===== config.mk =====
export PLATFORM = sky130hd
export DESIGN_NAME = dff_bank_sweep_flat
export DESIGN_NICKNAME = d
export VERILOG_FILES = /design/src/rtl/dff_bank_pkg.sv /design/src/rtl/dff_bank_sweep_if.sv /design/src/rtl/dff_bank_cell.sv /design/src/rtl/dff_bank_sweep.sv /design/src/flat_wrapper.sv
export SDC_FILE = /design/constraint.sdc
export NUM_CORES = 1
export LEC_CHECK = 0
export CORE_ASPECT_RATIO = 0.5
export CORE_MARGIN = 3
export CORE_UTILIZATION = 50
export DETAILED_ROUTE_END_ITERATION = 8
export PLACE_DENSITY = 0.85
export SLEW_MARGIN = 25
export SYNTH_ARGS = -nofsm -noshare
export SYNTH_HDL_FRONTEND = slang
export SYNTH_SLANG_ARGS = --single-unit

===== constraint.sdc =====
create_clock -name clk -period 1.8 [get_ports clk]
set_input_delay 0.36 -clock clk [delete_from_list [all_inputs] [get_ports clk]]
set_output_delay 0.36 -clock clk [all_outputs]
set_load 0.01 [all_outputs]

===== src/rtl/dff_bank_pkg.sv =====
// Package for the flip-flop bank with sequenced clear/preset sweep.
// Contents:
//   op_e     - per-channel operation code (HOLD/LOAD/TOGGLE/SHIFT)
//   state_e  - sweep sequencer states (IDLE/SWEEP/DONE)
//   op_next  - next-value decode for one channel register, computed at
//              MAX_W bits; callers truncate to their own width
// Optional build macro honoured by the bundle: QBAR_OUT_EN (adds qb port).
package dff_bank_pkg;

    localparam int MAX_W = 64;

    typedef enum logic [1:0] {
        OP_HOLD   = 2'd0,
        OP_LOAD   = 2'd1,
        OP_TOGGLE = 2'd2,
        OP_SHIFT  = 2'd3
    } op_e;

    typedef enum logic [1:0] {
        ST_IDLE  = 2'd0,
        ST_SWEEP = 2'd1,
        ST_DONE  = 2'd2
    } state_e;

    // Next register value for an accepted op. SHIFT brings sin in at the LSB;
    // bits above the caller's width are discarded by the caller.
    function automatic logic [MAX_W-1:0] op_next(
        input op_e              op,
        input logic [MAX_W-1:0] cur,
        input logic [MAX_W-1:0] di,
        input logic             sin
    );
        logic [MAX_W-1:0] nxt;
        nxt = cur;
        case (op)
            OP_HOLD:   nxt = cur;
            OP_LOAD:   nxt = di;
            OP_TOGGLE: nxt = cur ^ di;
            OP_SHIFT:  nxt = {cur[MAX_W-2:0], sin};
            default:   nxt = cur;
        endcase
        return nxt;
    endfunction

endpackage


===== src/rtl/dff_bank_sweep_if.sv =====
// Bus interface for dff_bank_sweep.
// Signals: req/op/ch_sel/di/sin (op request), sweep_start/sweep_kind (sweep
// request), q/ack/err/busy/done (status), qb (only when QBAR_OUT_EN is defined).
// Modports: master (stimulus side), slave (the register bank).
interface dff_bank_sweep_if #(
    parameter int WIDTH    = 4,
    parameter int CHANNELS = 4
);
    localparam int SEL_W = $clog2(CHANNELS);

    logic                      req;
    logic [1:0]                op;
    logic [SEL_W-1:0]          ch_sel;
    logic [WIDTH-1:0]          di;
    logic                      sin;
    logic                      sweep_start;
    logic                      sweep_kind;
    logic [CHANNELS*WIDTH-1:0] q;
    logic                      ack;
    logic                      err;
    logic                      busy;
    logic                      done;
`ifdef QBAR_OUT_EN
    logic [CHANNELS*WIDTH-1:0] qb;
`endif

    modport master (
        output req, op, ch_sel, di, sin, sweep_start, sweep_kind,
        input  q, ack, err, busy, done
`ifdef QBAR_OUT_EN
        , input qb
`endif
    );

    modport slave (
        input  req, op, ch_sel, di, sin, sweep_start, sweep_kind,
        output q, ack, err, busy, done
`ifdef QBAR_OUT_EN
        , output qb
`endif
    );

endinterface


===== src/rtl/dff_bank_cell.sv =====
// One WIDTH-bit channel register of the bank.
// Ports: clk, clr_n (async active-low clear), we (op write enable), op, di,
//        sin (serial in for SHIFT), sweep_we/sweep_kind (sweep force to
//        zero or PRESET_VAL, takes priority over we), q (register value).
module dff_bank_cell
    import dff_bank_pkg::*;
#(
    parameter int               WIDTH      = 4,
    parameter logic [WIDTH-1:0] PRESET_VAL = {WIDTH{1'b1}}
) (
    input  logic             clk,
    input  logic             clr_n,
    input  logic             we,
    input  op_e              op,
    input  logic [WIDTH-1:0] di,
    input  logic             sin,
    input  logic             sweep_we,
    input  logic             sweep_kind,
    output logic [WIDTH-1:0] q
);

    logic [WIDTH-1:0] q_r;
    logic [WIDTH-1:0] next_s;

    // Next-value select: sweep force, then accepted op, else hold.
    always_comb begin
        next_s = q_r;
        if (sweep_we) begin
            if (sweep_kind) begin
                next_s = PRESET_VAL;
            end else begin
                next_s = {WIDTH{1'b0}};
            end
        end else if (we) begin
            next_s = WIDTH'(op_next(op, MAX_W'(q_r), MAX_W'(di), sin));
        end else begin
            next_s = q_r;
        end
    end

    // Channel storage with asynchronous clear.
    always_ff @(posedge clk or negedge clr_n) begin
        if (!clr_n) begin
            q_r <= {WIDTH{1'b0}};
        end else begin
            q_r <= next_s;
        end
    end

    assign q = q_r;

endmodule


===== src/rtl/dff_bank_sweep.sv =====
// Multi-channel flip-flop register bank with per-channel LOAD/TOGGLE/SHIFT
// ops and a sequenced clear/preset sweep that visits one channel per clock.
// Ports: clk, clr_n (async active-low reset), bus (dff_bank_sweep_if.slave):
//   req/op/ch_sel/di/sin  op request, accepted only in IDLE without sweep_start
//   sweep_start/kind      sweep request, accepted in IDLE (wins over req)
//   q                     channel k at q[k*WIDTH +: WIDTH]
//   ack/err               1-cycle pulses after an accepted op (err: bad ch_sel)
//   busy/done             sweep in progress / final sweep cycle
// Build macro QBAR_OUT_EN: when defined, bus.qb carries ~q.
module dff_bank_sweep
    import dff_bank_pkg::*;
#(
    parameter int               WIDTH      = 4,
    parameter int               CHANNELS   = 4,
    parameter logic [WIDTH-1:0] PRESET_VAL = {WIDTH{1'b1}}
) (
    input  logic              clk,
    input  logic              clr_n,
    dff_bank_sweep_if.slave   bus
);

    localparam int                SEL_W    = $clog2(CHANNELS);
    localparam int                QW       = CHANNELS * WIDTH;
    localparam logic [SEL_W:0]    CH_LIMIT = (SEL_W + 1)'(CHANNELS);
    localparam logic [SEL_W-1:0]  LAST_IDX = SEL_W'(CHANNELS - 1);

    state_e            state_r;
    state_e            state_next_s;
    logic [SEL_W-1:0]  idx_r;
    logic [SEL_W-1:0]  idx_next_s;
    logic              kind_r;
    logic              ack_r;
    logic              err_r;
    logic              sweep_go_s;
    logic              op_go_s;
    logic              sel_ok_s;
    logic [QW-1:0]     q_s;

    // Sweep request beats an op request issued in the same cycle.
    assign sweep_go_s = (state_r == ST_IDLE) && bus.sweep_start;
    assign op_go_s    = (state_r == ST_IDLE) && bus.req && !bus.sweep_start;
    assign sel_ok_s   = ({1'b0, bus.ch_sel} < CH_LIMIT);

    // Sequencer next state and sweep index.
    always_comb begin
        state_next_s = state_r;
        idx_next_s   = idx_r;
        case (state_r)
            ST_IDLE: begin
                idx_next_s = {SEL_W{1'b0}};
                if (bus.sweep_start) begin
                    state_next_s = ST_SWEEP;
                end else begin
                    state_next_s = ST_IDLE;
                end
            end
            ST_SWEEP: begin
                if (idx_r == LAST_IDX) begin
                    state_next_s = ST_DONE;
                    idx_next_s   = idx_r;
                end else begin
                    state_next_s = ST_SWEEP;
                    idx_next_s   = idx_r + SEL_W'(1);
                end
            end
            ST_DONE: begin
                state_next_s = ST_IDLE;
                idx_next_s   = {SEL_W{1'b0}};
            end
            default: begin
                state_next_s = ST_IDLE;
                idx_next_s   = {SEL_W{1'b0}};
            end
        endcase
    end

    // Sequencer state, index, captured sweep kind and op handshake pulses.
    always_ff @(posedge clk or negedge clr_n) begin
        if (!clr_n) begin
            state_r <= ST_IDLE;
            idx_r   <= {SEL_W{1'b0}};
            kind_r  <= 1'b0;
            ack_r   <= 1'b0;
            err_r   <= 1'b0;
        end else begin
            state_r <= state_next_s;
            idx_r   <= idx_next_s;
            // Kind is held for the whole sweep so the input may change freely.
            if (sweep_go_s) begin
                kind_r <= bus.sweep_kind;
            end else begin
                kind_r <= kind_r;
            end
            ack_r <= op_go_s;
            err_r <= op_go_s && !sel_ok_s;
        end
    end

    for (genvar k = 0; k < CHANNELS; k++) begin : g_ch
        logic we_s;
        logic sweep_we_s;

        assign we_s       = op_go_s && sel_ok_s && (bus.ch_sel == SEL_W'(k));
        assign sweep_we_s = (state_r == ST_SWEEP) && (idx_r == SEL_W'(k));

        dff_bank_cell #(
            .WIDTH      (WIDTH),
            .PRESET_VAL (PRESET_VAL)
        ) u_cell (
            .clk        (clk),
            .clr_n      (clr_n),
            .we         (we_s),
            .op         (op_e'(bus.op)),
            .di         (bus.di),
            .sin        (bus.sin),
            .sweep_we   (sweep_we_s),
            .sweep_kind (kind_r),
            .q          (q_s[k*WIDTH +: WIDTH])
        );
    end

    assign bus.q    = q_s;
    assign bus.ack  = ack_r;
    assign bus.err  = err_r;
    assign bus.busy = (state_r != ST_IDLE);
    assign bus.done = (state_r == ST_DONE);
`ifdef QBAR_OUT_EN
    assign bus.qb   = ~q_s;
`endif

endmodule


===== src/flat_wrapper.sv =====
// flat-port wrapper written by rule: the top's interface ports become plain ports
module dff_bank_sweep_flat import dff_bank_pkg::*;
#(
    parameter int               WIDTH      = 4,
    parameter int               CHANNELS   = 4,
    parameter logic [WIDTH-1:0] PRESET_VAL = {WIDTH{1'b1}}
)
  (clk, clr_n, bus_req, bus_op, bus_ch_sel, bus_di, bus_sin, bus_sweep_start, bus_sweep_kind, bus_q, bus_ack, bus_err, bus_busy, bus_done);
  dff_bank_sweep_if #(.WIDTH(WIDTH), .CHANNELS(CHANNELS)) bus_i ();
  input  logic clk;
  input  logic clr_n;
  input wire logic [$bits(bus_i.req)-1:0] bus_req;
  input wire logic [$bits(bus_i.op)-1:0] bus_op;
  input wire logic [$bits(bus_i.ch_sel)-1:0] bus_ch_sel;
  input wire logic [$bits(bus_i.di)-1:0] bus_di;
  input wire logic [$bits(bus_i.sin)-1:0] bus_sin;
  input wire logic [$bits(bus_i.sweep_start)-1:0] bus_sweep_start;
  input wire logic [$bits(bus_i.sweep_kind)-1:0] bus_sweep_kind;
  output wire logic [$bits(bus_i.q)-1:0] bus_q;
  output wire logic [$bits(bus_i.ack)-1:0] bus_ack;
  output wire logic [$bits(bus_i.err)-1:0] bus_err;
  output wire logic [$bits(bus_i.busy)-1:0] bus_busy;
  output wire logic [$bits(bus_i.done)-1:0] bus_done;
  assign bus_i.req = bus_req;
  assign bus_i.op = bus_op;
  assign bus_i.ch_sel = bus_ch_sel;
  assign bus_i.di = bus_di;
  assign bus_i.sin = bus_sin;
  assign bus_i.sweep_start = bus_sweep_start;
  assign bus_i.sweep_kind = bus_sweep_kind;
  assign bus_q = bus_i.q;
  assign bus_ack = bus_i.ack;
  assign bus_err = bus_i.err;
  assign bus_busy = bus_i.busy;
  assign bus_done = bus_i.done;
  dff_bank_sweep #(.WIDTH(WIDTH), .CHANNELS(CHANNELS), .PRESET_VAL(PRESET_VAL)) u_core (.clk(clk), .clr_n(clr_n), .bus(bus_i));
endmodule

==> metrics.csv, run 1 <==
metric,value,unit
synth_area_leaders,"dfrtp_1, nor4bb_1, a221oi_1",
fp.dieH,44.4,microns
final_layout_size_suffix_gt1_share,15.3,%
nFillCells,211,
top_layer_used,met4,
yosysTopAreaCellShare,37.4,%
drv_cap,0,
ys_top_cells_by_count,"dfrtp_1, o21ai_0, nand3_1, nor2_1",
path_class,register to output pin,
ant_nets,0,
synth-async-reset-ratio,100,%
synth_top_area_cell,dfrtp_1,
required,1440,ps
globalRoute.totalOverflow,0,
cts_tree,done,
final.period_utilization,97.3,%
clock-root-buffer,clkbuf_8,
initial_core_util,54.5,%
post_synth_num_cell_types,36,
wl_met3,309,microns
num_rows,13,
routedWlPerCell,17.0,microns
drt-pass1-iter-count,4,
numCtsBuffers,3,
grt_pass1_vias,1261,
pwr_density_cell,1390,mW/mm^2
die_area,0.00367,sq mm
dieWidth,82.8,microns
rsz0062_at_grt,false,
slowest_stage,clkdlybuf4s50_1,
stdcell_count,239,
status,"finished, final reports clean",
htree_num_levels,1,
grt_max_degree,23,
hold_violations,0,
route.met2.wl,1820,microns
dpl.hpwl,2870,microns
drt-met1-wl,1870,microns
synth-seq-cells,22,
dp.cells,231,
worstSetupEndpointType,output pin,
seq_area_frac_synth,37.4,%
via_per_inst,6.15,
setup_viol,0,
clkTransAtPathRegs,80,ps
cts_hold_buf,0,
pin_count,34,
synthCells,156,
crit_chain,"nor2b_1, clkdlybuf4s50_1",
design.core.area,0.00270,sq mm
hp-class,primary input to asynchronous set/reset pin,
power_leakage,0.898,nW
max_freq,571,MHz
clock_sinks,22,
num_vias,1469,
synth_nets,174,
drc_errors,0,
port_buffers,32,
wl,4070,microns
place_congestion,0.804,
crit_arrival,1390,ps
crit_fanout,6,
n_antenna_cell,0,
drv_slew,0,
grt_use_total,23.4,%
syn_area,0.00147,sq mm
syn2layout_area_growth,37.6,%
final.min_clock_period,1750,ps
cts_buffer_depth,2,
nNetsFinal,221,
grt_pass1_wl,6330,microns
synth_edf_count,0,
critical_path.startpoint_type,register,
ir_drop,0.000919,V
clkLatencyLatePin,270,ps
synthFlopType,dfrtp_1,
antenna_found_initial,0,
syn_area_per_cell,9.44,sq um
yosysMostFrequentCell,dfrtp_1,
drt-initial-drc-count,147,
timing.hold.ws,440,ps
finClkSkew,2.27,ps
cp_slowest_stage_delay,540,ps
yosys_warnings,0,
==> report_power, final <==
group / internal [W] / switching (W)
clock network: 0.000297 / 0.000172
registers: 0.000719 / 0.000276
logic: 0.000755 / 0.000606
==> critical path: cells and delay by family, from the launching register on <==
kind                   cells  cell delay [ps]
AND/OR/NAND/NOR            1              120
buffers and inverters      1              540
flip-flops                 1              460
==> per-layer routing <==
layer	GRT usage (%)	vias up
met5	0	-
met1	32.7	702
met4	4.89	0
li1	-	694
met3	5.28	13
met2	37.6	60
==> sequential cells by signal (all words and copies together) (netlist names) <==
| name | cells |
|---|---|
| u_core.kind_r | 1 |
| u_core.bus.ack | 1 |
| u_core.state_r | 2 |
| u_core.idx_r | 2 |
| u_core.g_ch.u_cell.q | 16 |
==> final cells by class <==
cell class | instances | area [sq um] | share of cell area, %
multi-input cells | 122 | 878 | 43.4
flip-flops and latches | 22 | 553 | 27.3
repair buffers | 51 | 465 | 23.0
well taps | 37 | 46.3 | 2.29
clock buffers | 3 | 41.3 | 2.04
clock inverters | 1 | 30.0 | 1.48
inverters | 3 | 11.3 | 0.556
==> through the flow <==
step	instance area, sq um	util, %	TNS (ps)	setup WS (ps)	power, W
2_1_floorplan	1470	-	0	235	0.00168
3_3_place_gp	1910	70.8	-1900	-218	0.00225
3_5_place_dp	1910	70.8	-3320	-308	0.00231
4_1_cts	1980	73.5	0	7.84	0.00280
5_1_grt	2030	75.0	0	2.92	0.00302
6_report	2030	75.0	0	48.0	0.00282
==> logic make-up after synthesis <==
logic type               share of synthesized area [%]
buffers and inverters                             3.57
flip-flops                                        37.4
AO/OA/AOI/OAI                                     26.8
multiplexers                                      3.48
XOR/XNOR                                         0.595
adder cells (fa/ha/maj)                           3.40
other                                            0.255
AND/OR/NAND/NOR                                   24.5
==> timing repair <==
| item | in CTS | in global routing |
|---|---|---|
| gates cloned | 0 | 0 |
| resized for setup | 2 | 2 |
| hold endpoints to repair | 0 | 0 |
| endpoints found under the setup margin | 6 | 5 |
| buffers inserted | 0 | 4 |
| pin swaps | 1 | 1 |
==> placed cells by master, fill, tap and decap left out, types with 2 or more instances in the layout <==
| cell | count |
|---|---|
| a21oi_1 | 2 |
| and2_1 | 2 |
| a211oi_1 | 3 |
| nor2b_1 | 3 |
| ha_1 | 4 |
| o211ai_1 | 7 |
| o21a_1 | 4 |
| dfrtp_1 | 20 |
| nand3_1 | 12 |
| o21ai_0 | 14 |
| nor2_1 | 12 |
| nor4bb_1 | 9 |
| a221oi_1 | 9 |
| and3_1 | 3 |
| buf_4 | 19 |
| inv_1 | 3 |
| a211o_1 | 8 |
| clkbuf_8 | 3 |
| a31oi_1 | 3 |
| clkdlybuf4s50_1 | 31 |
| dfrtp_2 | 2 |
| mux2i_1 | 4 |
| nand2_1 | 9 |
==> path summary, 6_finish.rpt <==
check	end	startpoint	slack, ps	cells past startpoint
setup / recovery	bus_done	u_core.state_r[0]$_DFF_PN0_	50	2
setup reg to reg	u_core.g_ch[3].u_cell.q[3]$_DFFE_PN0P_	u_core.state_r[1]$_DFF_PN0_	80	6
hold reg to reg	u_core.state_r[0]$_DFF_PN0_	u_core.state_r[1]$_DFF_PN0_	490	1
min in group clk	u_core.state_r[0]$_DFF_PN0_	u_core.state_r[1]$_DFF_PN0_	490	1
max in group asynchronous	u_core.state_r[0]$_DFF_PN0_	clr_n	1110	2
hold / removal	u_core.g_ch[0].u_cell.q[2]$_DFFE_PN0P_	clr_n	440	2
(Power assumes the default switching activity.)
==> run 2, diff against run 1 <==
Settings changed: ABC_CLOCK_PERIOD_IN_PS from default to 1600, CORE_UTILIZATION 50 to 45, PLACE_DENSITY 0.85 to 0.81, SETUP_SLACK_MARGIN from default to 0.2.
Clock period 1.8 ns to 1.6 ns, I/O delays scaled along.
==> metrics.csv, run 2 (same netlist as run 1, synthesis figures left out) <==
metric,value,unit,change
status,finished with violations,,"was finished, final reports clean"
violations,setup timing,,
via_per_inst,6.07,,was 6.15
clkTransAtPathRegs,90,ps,was 80 ps
fp.dieH,46.5,microns,was 44.4 microns
nFillCells,196,,was 211
place_ws,-416,ps,was -308 ps
crit_arrival,1810,ps,was 1390 ps
crit_fanout,5,,was 6
wl,4660,microns,was 4070 microns
ir_drop,0.000927,V,was 0.000919 V
cp-startpoint,bus_sweep_start,,was u_core.state_r[0]$_DFF_PN0_
dpl.hpwl,3010,microns,was 2870 microns
final.min_clock_period,1650,ps,
rsz0062_at_grt,true,,was false
drt-initial-drc-count,132,,was 147
setup_ws,-54.3,ps,was 48.0 ps
crit_chain,"clkdlybuf4s50_1, nor4b_4, buf_6, nand4_4, a21boi_4, a211o_1",,"was nor2b_1, clkdlybuf4s50_1"
r2r_cells,6,,unchanged
dieWidth,86.9,microns,was 82.8 microns
globalRoute.totalOverflow,0,,unchanged
cp-endpoint,u_core.g_ch[3].u_cell.q[2]$_DFFE_PN0P_,,was bus_done
drt-met1-wl,1940,microns,was 1870 microns
rr_endpoint,u_core.g_ch[3].u_cell.q[2]$_DFFE_PN0P_,,was u_core.g_ch[3].u_cell.q[3]$_DFFE_PN0P_
r2r_start,u_core.state_r[0]$_DFF_PN0_,,was u_core.state_r[1]$_DFF_PN0_
grt_pass1_wl,7490,microns,was 6330 microns
n_antenna_cell,0,,unchanged
hp-class,primary input to asynchronous set/reset pin,,unchanged
final_layout_size_suffix_gt1_share,30.5,%,was 15.3%
num_rows,13,,unchanged
place_congestion,0.780,,was 0.804
clkLatencyLatePin,270,ps,about the same
clock-root-buffer,clkbuf_8,,unchanged
drv_slew,0,,unchanged
cts_buffer_depth,2,,unchanged
power_leakage,1.10,nW,was 0.898 nW
dp.cells,238,,was 231
final.period_utilization,103,%,
initial_core_util,51.7,%,was 54.5%
route.met2.wl,2360,microns,was 1820 microns
ant_nets,0,,unchanged
die_area,0.00404,sq mm,was 0.00367 sq mm
final_common_cell,buf_4,,was clkdlybuf4s50_1
hold_violations,0,,unchanged
utilization,79.2,%,was 75.0%
max_freq,604,MHz,
finClkSkew,5.72,ps,was 2.27 ps
critical_path.startpoint_type,primary input,,was register
grt_pass1_vias,1557,,was 1261
slowest_stage,clkdlybuf4s50_1,,unchanged
cts_hold_buf,0,,unchanged
required,1760,ps,was 1440 ps
port_buffers,32,,unchanged
pwr_density_cell,1540,mW/mm^2,was 1390 mW/mm^2
grt_max_degree,23,,unchanged
layout_common_cells,"buf_4, dfrtp_1, dlygate4sd2_1, o21ai_0",,"was clkdlybuf4s50_1, dfrtp_1, buf_4, o21ai_0"
clock_sinks,22,,unchanged
num_vias,1560,,was 1469
stdcell_count,257,,was 239
grt_use_total,24.5,%,was 23.4%
worstSetupEndpointType,register,,was output pin
largest_reg_flops,16,,unchanged
cp_slowest_stage_delay,470,ps,was 540 ps
path_class,primary input to register,,was register to output pin
drv_cap,0,,unchanged
setup_viol,8,,was 0
nNetsFinal,239,,was 221
pin_count,34,,unchanged
design.core.area,0.00285,sq mm,was 0.00270 sq mm
cts_tree,done,,unchanged
rrSetupSlack,-40,ps,was 80 ps
wl_met3,331,microns,was 309 microns
top_layer_used,met4,,unchanged
antenna_found_initial,0,,unchanged
syn2layout_area_growth,53.1,%,was 37.6%
routedWlPerCell,18.1,microns,was 17.0 microns
numCtsBuffers,3,,unchanged
drc_errors,0,,unchanged
drt-pass1-iter-count,4,,unchanged
htree_num_levels,1,,unchanged
run 2: cell types whose count changed in the layout (fill, tap and decap cells not counted), sizes merged:
cell | before | now
clkdlybuf4s50 | 31 | 11
dlygate4sd2 | 0 | 18
buf | 19 | 39
run 2: timing repair:
| action | 4_1_cts | 5_1_grt |
|---|---|---|
| setup buffers | 14 | 1 |
| pin swaps | 17 | 6 |
| endpoints found under the setup margin | 35 | 19 |
| endpoints found under the hold margin | 0 | 0 |
| resized for setup | 47 | 11 |
run 2: power by group:
group          total, W  internal (W)  switching (W)  leakage [nW]
Sequential      0.00101      0.000809       0.000199         0.273
Combinational   0.00193      0.000971       0.000954         0.792
Clock          0.000533      0.000335       0.000198        0.0357
run 2: how the worst min path moves through the flow:
stage                                            from                          end  slack (ps)  depth (start not counted)
after floorplan                                 clr_n     u_core.bus.ack$_DFF_PN0_          20                          0
after global placement    u_core.state_r[0]$_DFF_PN0_     u_core.bus.ack$_DFF_PN0_         510                          1
after detailed placement  u_core.state_r[0]$_DFF_PN0_     u_core.bus.ack$_DFF_PN0_         500                          1
after CTS                                       clr_n  u_core.state_r[0]$_DFF_PN0_         410                          2
after global routing                            clr_n  u_core.state_r[0]$_DFF_PN0_         420                          2
final                                           clr_n  u_core.state_r[0]$_DFF_PN0_         390                          2
run 2: metrics by stage:
stage	instance area [sq um]	total power [W]	hold WS (ps)	setup TNS, ps
6_report	2250	0.00347	393	-281
5_1_grt	2250	0.00367	422	-916
4_1_cts	2210	0.00338	409	-337
3_5_place_dp	1960	0.00264	504	-5350
3_3_place_gp	1960	0.00258	509	-4570
2_1_floorplan	1470	0.00189	24.4	0
run 2: area by class of cell:
type	instances	area [sq um]	share of cell area (%)
multi-input combinational	122	978	43.4
timing repair buffer	69	594	26.4
sequential	22	553	24.5
tap	37	46.3	2.05
clock buffer	3	41.3	1.83
clock inverter	1	30.0	1.33
inverter	3	11.3	0.499
run 2: worst max-delay path: cells and delay by family:
family                 cells  cell delay, ps
AOI/OAI and AO/OA          2             480
buffers and inverters      2             640
and+or+nand+nor            2             370
run 2: per-layer routing:
| metal | up-vias | track usage (%) |
|---|---|---|
| li1 | 727 | - |
| met1 | 770 | 31.6 |
| met2 | 59 | 44.5 |
| met3 | 4 | 4.64 |
| met4 | 0 | 3.42 |
| met5 | - | 0 |
